--- config.mk ---
export PLATFORM = sky130hd
export DESIGN_NAME = pc_sequencer
export DESIGN_NICKNAME = d
export VERILOG_FILES = /design/src/rtl/pc_sequencer.sv
export SDC_FILE = /design/constraint.sdc
export NUM_CORES = 1
export LEC_CHECK = 0
export ABC_CLOCK_PERIOD_IN_PS = 4700
export BUFFER_PORTS_ARGS = -buffer_cell sky130_fd_sc_hd__buf_2
export CAP_MARGIN = 30
export CORE_ASPECT_RATIO = 1.2
export CORE_UTILIZATION = 25
export DETAILED_ROUTE_END_ITERATION = 10
export PLACE_DENSITY = 0.44
export SYNTH_ARGS = -nofsm -noshare
export SYNTH_HDL_FRONTEND = slang
export SYNTH_SLANG_ARGS = --single-unit
--- constraint.sdc ---
create_clock -name clock -period 4.7 [get_ports clock]
set_input_delay 0.94 -clock clock [delete_from_list [all_inputs] [get_ports clock]]
set_output_delay 0.94 -clock clock [all_outputs]
set_load 0.01 [all_outputs]
--- src/rtl/pc_sequencer.sv ---
// Program counter with next-PC selection: boot select, seq/branch/jump, single-level IRQ with EPC.
// Optional PC_IRQ_COUNT_EN adds a saturating 16-bit interrupt-entry counter output irq_count.
module pc_sequencer #(
  parameter int          WIDTH       = 32,
  parameter int          STEP        = 1,
  parameter int          PROG_SEL_W  = 1,
  parameter int          BOOT_BASE   = 0,
  parameter int          BOOT_STRIDE = 11,
  parameter logic [31:0] IRQ_VECTOR  = 32'h80
) (
  input  logic                  clock,
  input  logic                  reset,
  input  logic [PROG_SEL_W-1:0] prog_sel,
  input  logic                  stall,
  input  logic                  branch_taken,
  input  logic [WIDTH-1:0]      branch_target,
  input  logic                  jump,
  input  logic [WIDTH-1:0]      jump_target,
  input  logic                  interrupt,
  input  logic                  eret,
`ifdef PC_IRQ_COUNT_EN
  output logic [15:0]           irq_count,
`endif
  output logic [WIDTH-1:0]      programCounter,
  output logic [WIDTH-1:0]      epc,
  output logic                  in_handler,
  output logic                  irq_ack
);

  typedef enum logic [1:0] {ST_BOOT, ST_RUN, ST_HANDLER} state_t;

  state_t           state_q, state_d;
  logic [WIDTH-1:0] pc_q, pc_d;
  logic [WIDTH-1:0] epc_q, epc_d;
  logic             ack_q, ack_d;

  logic [WIDTH-1:0] seq, nxt, boot_pc, irq_vec;

  assign seq     = pc_q + WIDTH'(STEP);
  assign nxt     = jump ? jump_target : (branch_taken ? branch_target : seq);
  assign boot_pc = WIDTH'(BOOT_BASE) + WIDTH'(prog_sel) * WIDTH'(BOOT_STRIDE);
  assign irq_vec = WIDTH'(IRQ_VECTOR);

  always_ff @(posedge clock or negedge reset) begin
    if (!reset) begin
      state_q <= ST_BOOT;
      pc_q    <= '0;
      epc_q   <= '0;
      ack_q   <= 1'b0;
    end else begin
      state_q <= state_d;
      pc_q    <= pc_d;
      epc_q   <= epc_d;
      ack_q   <= ack_d;
    end
  end

  always_comb begin
    state_d = state_q;
    unique case (state_q)
      ST_BOOT:    state_d = ST_RUN;
      ST_RUN:     if (!stall && interrupt) state_d = ST_HANDLER;
      ST_HANDLER: if (!stall && eret)      state_d = ST_RUN;
      default:    state_d = ST_BOOT;
    endcase
  end

  // Interrupt wins over jump/branch in RUN, but their target is what gets saved as EPC.
  always_comb begin
    pc_d  = pc_q;
    epc_d = epc_q;
    ack_d = 1'b0;
    unique case (state_q)
      ST_BOOT: pc_d = boot_pc;
      ST_RUN: begin
        if (!stall) begin
          if (interrupt) begin
            epc_d = nxt;
            pc_d  = irq_vec;
            ack_d = 1'b1;
          end else begin
            pc_d = nxt;
          end
        end
      end
      ST_HANDLER: begin
        if (!stall) pc_d = eret ? epc_q : nxt;
      end
      default: pc_d = '0;
    endcase
  end

`ifdef PC_IRQ_COUNT_EN
  logic [15:0] cnt_q, cnt_d;

  always_comb begin
    cnt_d = cnt_q;
    if (ack_d && (cnt_q != 16'hFFFF)) cnt_d = cnt_q + 16'd1;
  end

  always_ff @(posedge clock or negedge reset) begin
    if (!reset) cnt_q <= '0;
    else        cnt_q <= cnt_d;
  end

  assign irq_count = cnt_q;
`endif

  assign programCounter = pc_q;
  assign epc            = epc_q;
  assign in_handler     = (state_q == ST_HANDLER);
  assign irq_ack        = ack_q;

endmodule

==> summary.txt <==
Outcome
  • Outcome: finished with violations
  • Failing checks: design-rule violations

Setup path
  • Reg-to-Reg End: programCounter[21]$_DFFE_PN0P_
  • CP arrival: 2.17 ns
  • Crit path required time: 3.76 ns
  • Top delay family on crit path: buffers and inverters
  • Crit start category: register
  • Crit Path Max Fanout: 24
  • Worst R2R Path Depth: 7
  • Worst r2r src: state_q[0]$_DFFE_PN0P_
  • CP Buf/Inv Count: 2
  • FF-to-FF setup slack: 2.08 ns
  • Worst stage delay on the critical path: 0.76 ns
  • Slowest cell on the critical path: inv_1
  • Crit end category: output pin
  • WS Path Type: register to output pin
  • Critical path cell sequence: nand2b_1 > inv_1 > buf_2

Clock tree
  • Num CTS Buffers: 9
  • Clock Sinks: 67
  • Clk slew on worst S/H paths: 0.06 ns
  • TritonCTS clock tree: done
  • Worst-skew pair later-pin latency: 0.33 ns
  • Root buffer cell: clkbuf_16
  • H-Tree Depth: 3
  • Setup Buffers After CTS: 0
  • Max Buffers Root-to-Sink: 2
  • Hold_buf cts: 0
  • Post_cts resized: 0

STA
  • Measured slew at the worst slew-check pin: 0.933 ns
  • Sum Neg Setup Slack: 0 ns
  • Max Slew Vio Count: 0
  • Fmax: 321 MHz
  • Final setup vio count: 0
  • Final Cycle Share: 66.3%
  • Hold WS: 0.478 ns
  • Final setup margin: 1.59 ns
  • Min Tclk post-route: 3.11 ns
  • Worst slew margin: 37.8%
  • Worst Skew: 0.00660 ns
  • Unrepaired setup endpoints after global routing: no
  • Final Hold Viols: 0

Synth
  • Syn nets: 651
  • Share of the synthesized area in the top cell type: 36.5%
  • Post-synthesis sequential area ratio: 36.5%
  • Synth warnings: 0
  • Post-synth EDFFs: 0
  • Distinct cell type count after synthesis: 62
  • Leading area contributor after synthesis: dfrtp_1
  • Ys flop type: dfrtp_1
  • Mapped cell area: 4590 um2
  • Asr flop ratio synth: 100%
  • Synth Register Bits: 67
  • Mapped Cells: 578
  • Mean post-synth cell area: 7.94 um2
  • Top cells by area, synth: dfrtp_1 (37%), o21ai_0 (8.4%), nand2_1 (6.5%)

Detailed routing
  • Met1 Wirelength: 8130 um
  • Vias: 5,024
  • DR pass1 iterations: 8
  • Final WL: 19,300 um
  • Vias per cell: 5.46
  • Drt first-iter violations: 373
  • Residual DRC: 6
  • Top Layer Used: met4
  • Remaining antenna violation count: 0
  • Met3 WL: 1190 um
  • Wire per inst: 21.0 um
  • Met2 Wirelength: 9580 um

Floorplanning
  • Die width: 126 um
  • Chip Height: 150 um
  • Starting Density: 25.8%
  • Core ar.: 17,800 um2
  • Site Rows: 53
  • IO Pins: 138
  • Total die area: 18,900 um2

Final layout
  • Final design utilization: 32.5%
  • Nets: 769
  • Area Growth Syn to Fin: 25.8%
  • Diode count: 0
  • Most frequent cells in the layout: buf_2 (137), nand2_1 (80), o21ai_0 (76)
  • Share of cells above drive strength 1: 25.3%
  • Commonest non-fill, non-tap cell in the layout: buf_2
  • Filler cell count: 1,919

Power and ir drop
  • Pwr/cell area: 514 nW/um2
  • Switching share of power: 44.0%
  • NetSw: 1.31 mW
  • Worst vdd rail ir drop: 0.180 mV
  • Clock group share of total power: 21.4%
  • Comb pwr share: 40.0%
  • Sequential cell fraction of total power: 38.6%
  • P_int: 1.66 mW
  • P_leak: 2.60 nW

Global route
  • Largest net degree at the start of global routing: 68
  • Initial antenna violation count: 0
  • Overflow after GRT: 0
  • First-pass GRT wire length: 29,600 um
  • Number of global-route vias before repair: 5,043
  • Overall Global Routing Usage: 20.8%

Job
  • Maxcap violations: 0

Placed design
  • Port Buffers: 137
  • GPL Wtd Cong: 0.812
  • Setup WS pre-CTS: 1.39 ns
  • Detailed Place HPWL: 13,600 um

Hold path
  • Min-delay worst type: input pin to async pin
[worst register-to-register path: stages (launching register included)]
cell	delay, ns
dfrtp_1	0.45
nand2b_1	0.35
inv_1	0.76
o21ai_0	0.20
a21boi_0	0.30
a221oi_1	0.15
a21oi_1	0.18
a2bb2oi_1	0.16
[registers in the layout, indices dropped and copies added, names as in the netlist]
| register | flops |
|---|---|
| state_q | 2 |
| epc | 32 |
| irq_ack | 1 |
| programCounter | 32 |
[power groups by stage]
stage | clock network, mW | registers, mW | logic [mW]
finish | 0.636 | 1.15 | 1.19
global route | 0.676 | 1.19 | 1.32
CTS | 0.647 | 1.15 | 1.19
detailed placement | 0 | 1.16 | 1.19
global placement | 0 | 1.15 | 1.16
floorplan | 0 | 1.15 | 0.602
[layout make-up]
| cell class | count | area (um2) | area share (%) |
|---|---|---|---|
| timing repair buffer | 152 | 826 | 14.3 |
| multi-input combinational | 446 | 2660 | 46.1 |
| sequential | 67 | 1680 | 29.0 |
| inverter | 20 | 75.1 | 1.30 |
| clock inverter | 3 | 15.0 | 0.260 |
| clock buffer | 12 | 246 | 4.27 |
| tap | 220 | 275 | 4.77 |
[logic make-up (layout without fill, tap and decap cells)]
logic type | after synthesis | count (layout) | share of synthesized area (%)
buf+inv | 65 | 187 | 5.67
mux | 5 | 5 | 1.12
xor+xnor | 21 | 21 | 4.01
flops | 67 | 67 | 36.5
fa+ha+maj | 1 | 1 | 0.273
compound gates | 232 | 232 | 32.2
simple gates | 187 | 187 | 20.2
[cell usage after synthesis, types with 8 or more instances]
cell type  count
dfrtp_1       67
o31ai_1        9
inv_1         18
xor2_1        11
nand3_1       17
o21a_1        17
xnor2_1       10
clkbuf_1      35
o21ai_0       77
nand4_1        8
a21oi_1       45
nand2_1       80
nor3_1        10
nor2_1        28
o211ai_1       9
[through the flow]
step / area, um2 / std cells / power [mW]
6_report: 5770 / 920 / 2.97
3_3_place_gp: 5470 / 903 / 2.32
2_1_floorplan: 4590 / 578 / 1.75
3_5_place_dp: 5490 / 904 / 2.34
5_1_grt: 5770 / 920 / 3.18
4_1_cts: 5750 / 919 / 2.99
[metal layers]
layer / up-vias / GRT usage (%)
li1: 2365 / -
met1: 2427 / 25.8
met2: 200 / 35.8
met3: 32 / 3.80
met4: 0 / 7.87
met5: - / 0
[worst max-delay path by stage]
stage	startpoint	end	slack, ns	depth (start not counted)
floorplan	branch_taken	programCounter[6]$_DFFE_PN0P_	2.32	7
global placement	jump	programCounter[28]$_DFFE_PN0P_	1.38	8
detailed placement	jump	programCounter[28]$_DFFE_PN0P_	1.39	8
CTS	state_q[0]$_DFFE_PN0P_	in_handler	1.58	3
global route	state_q[0]$_DFFE_PN0P_	in_handler	1.49	3
finish	state_q[0]$_DFFE_PN0P_	in_handler	1.59	3
No activity file was read; power rests on OpenSTA's default activity.
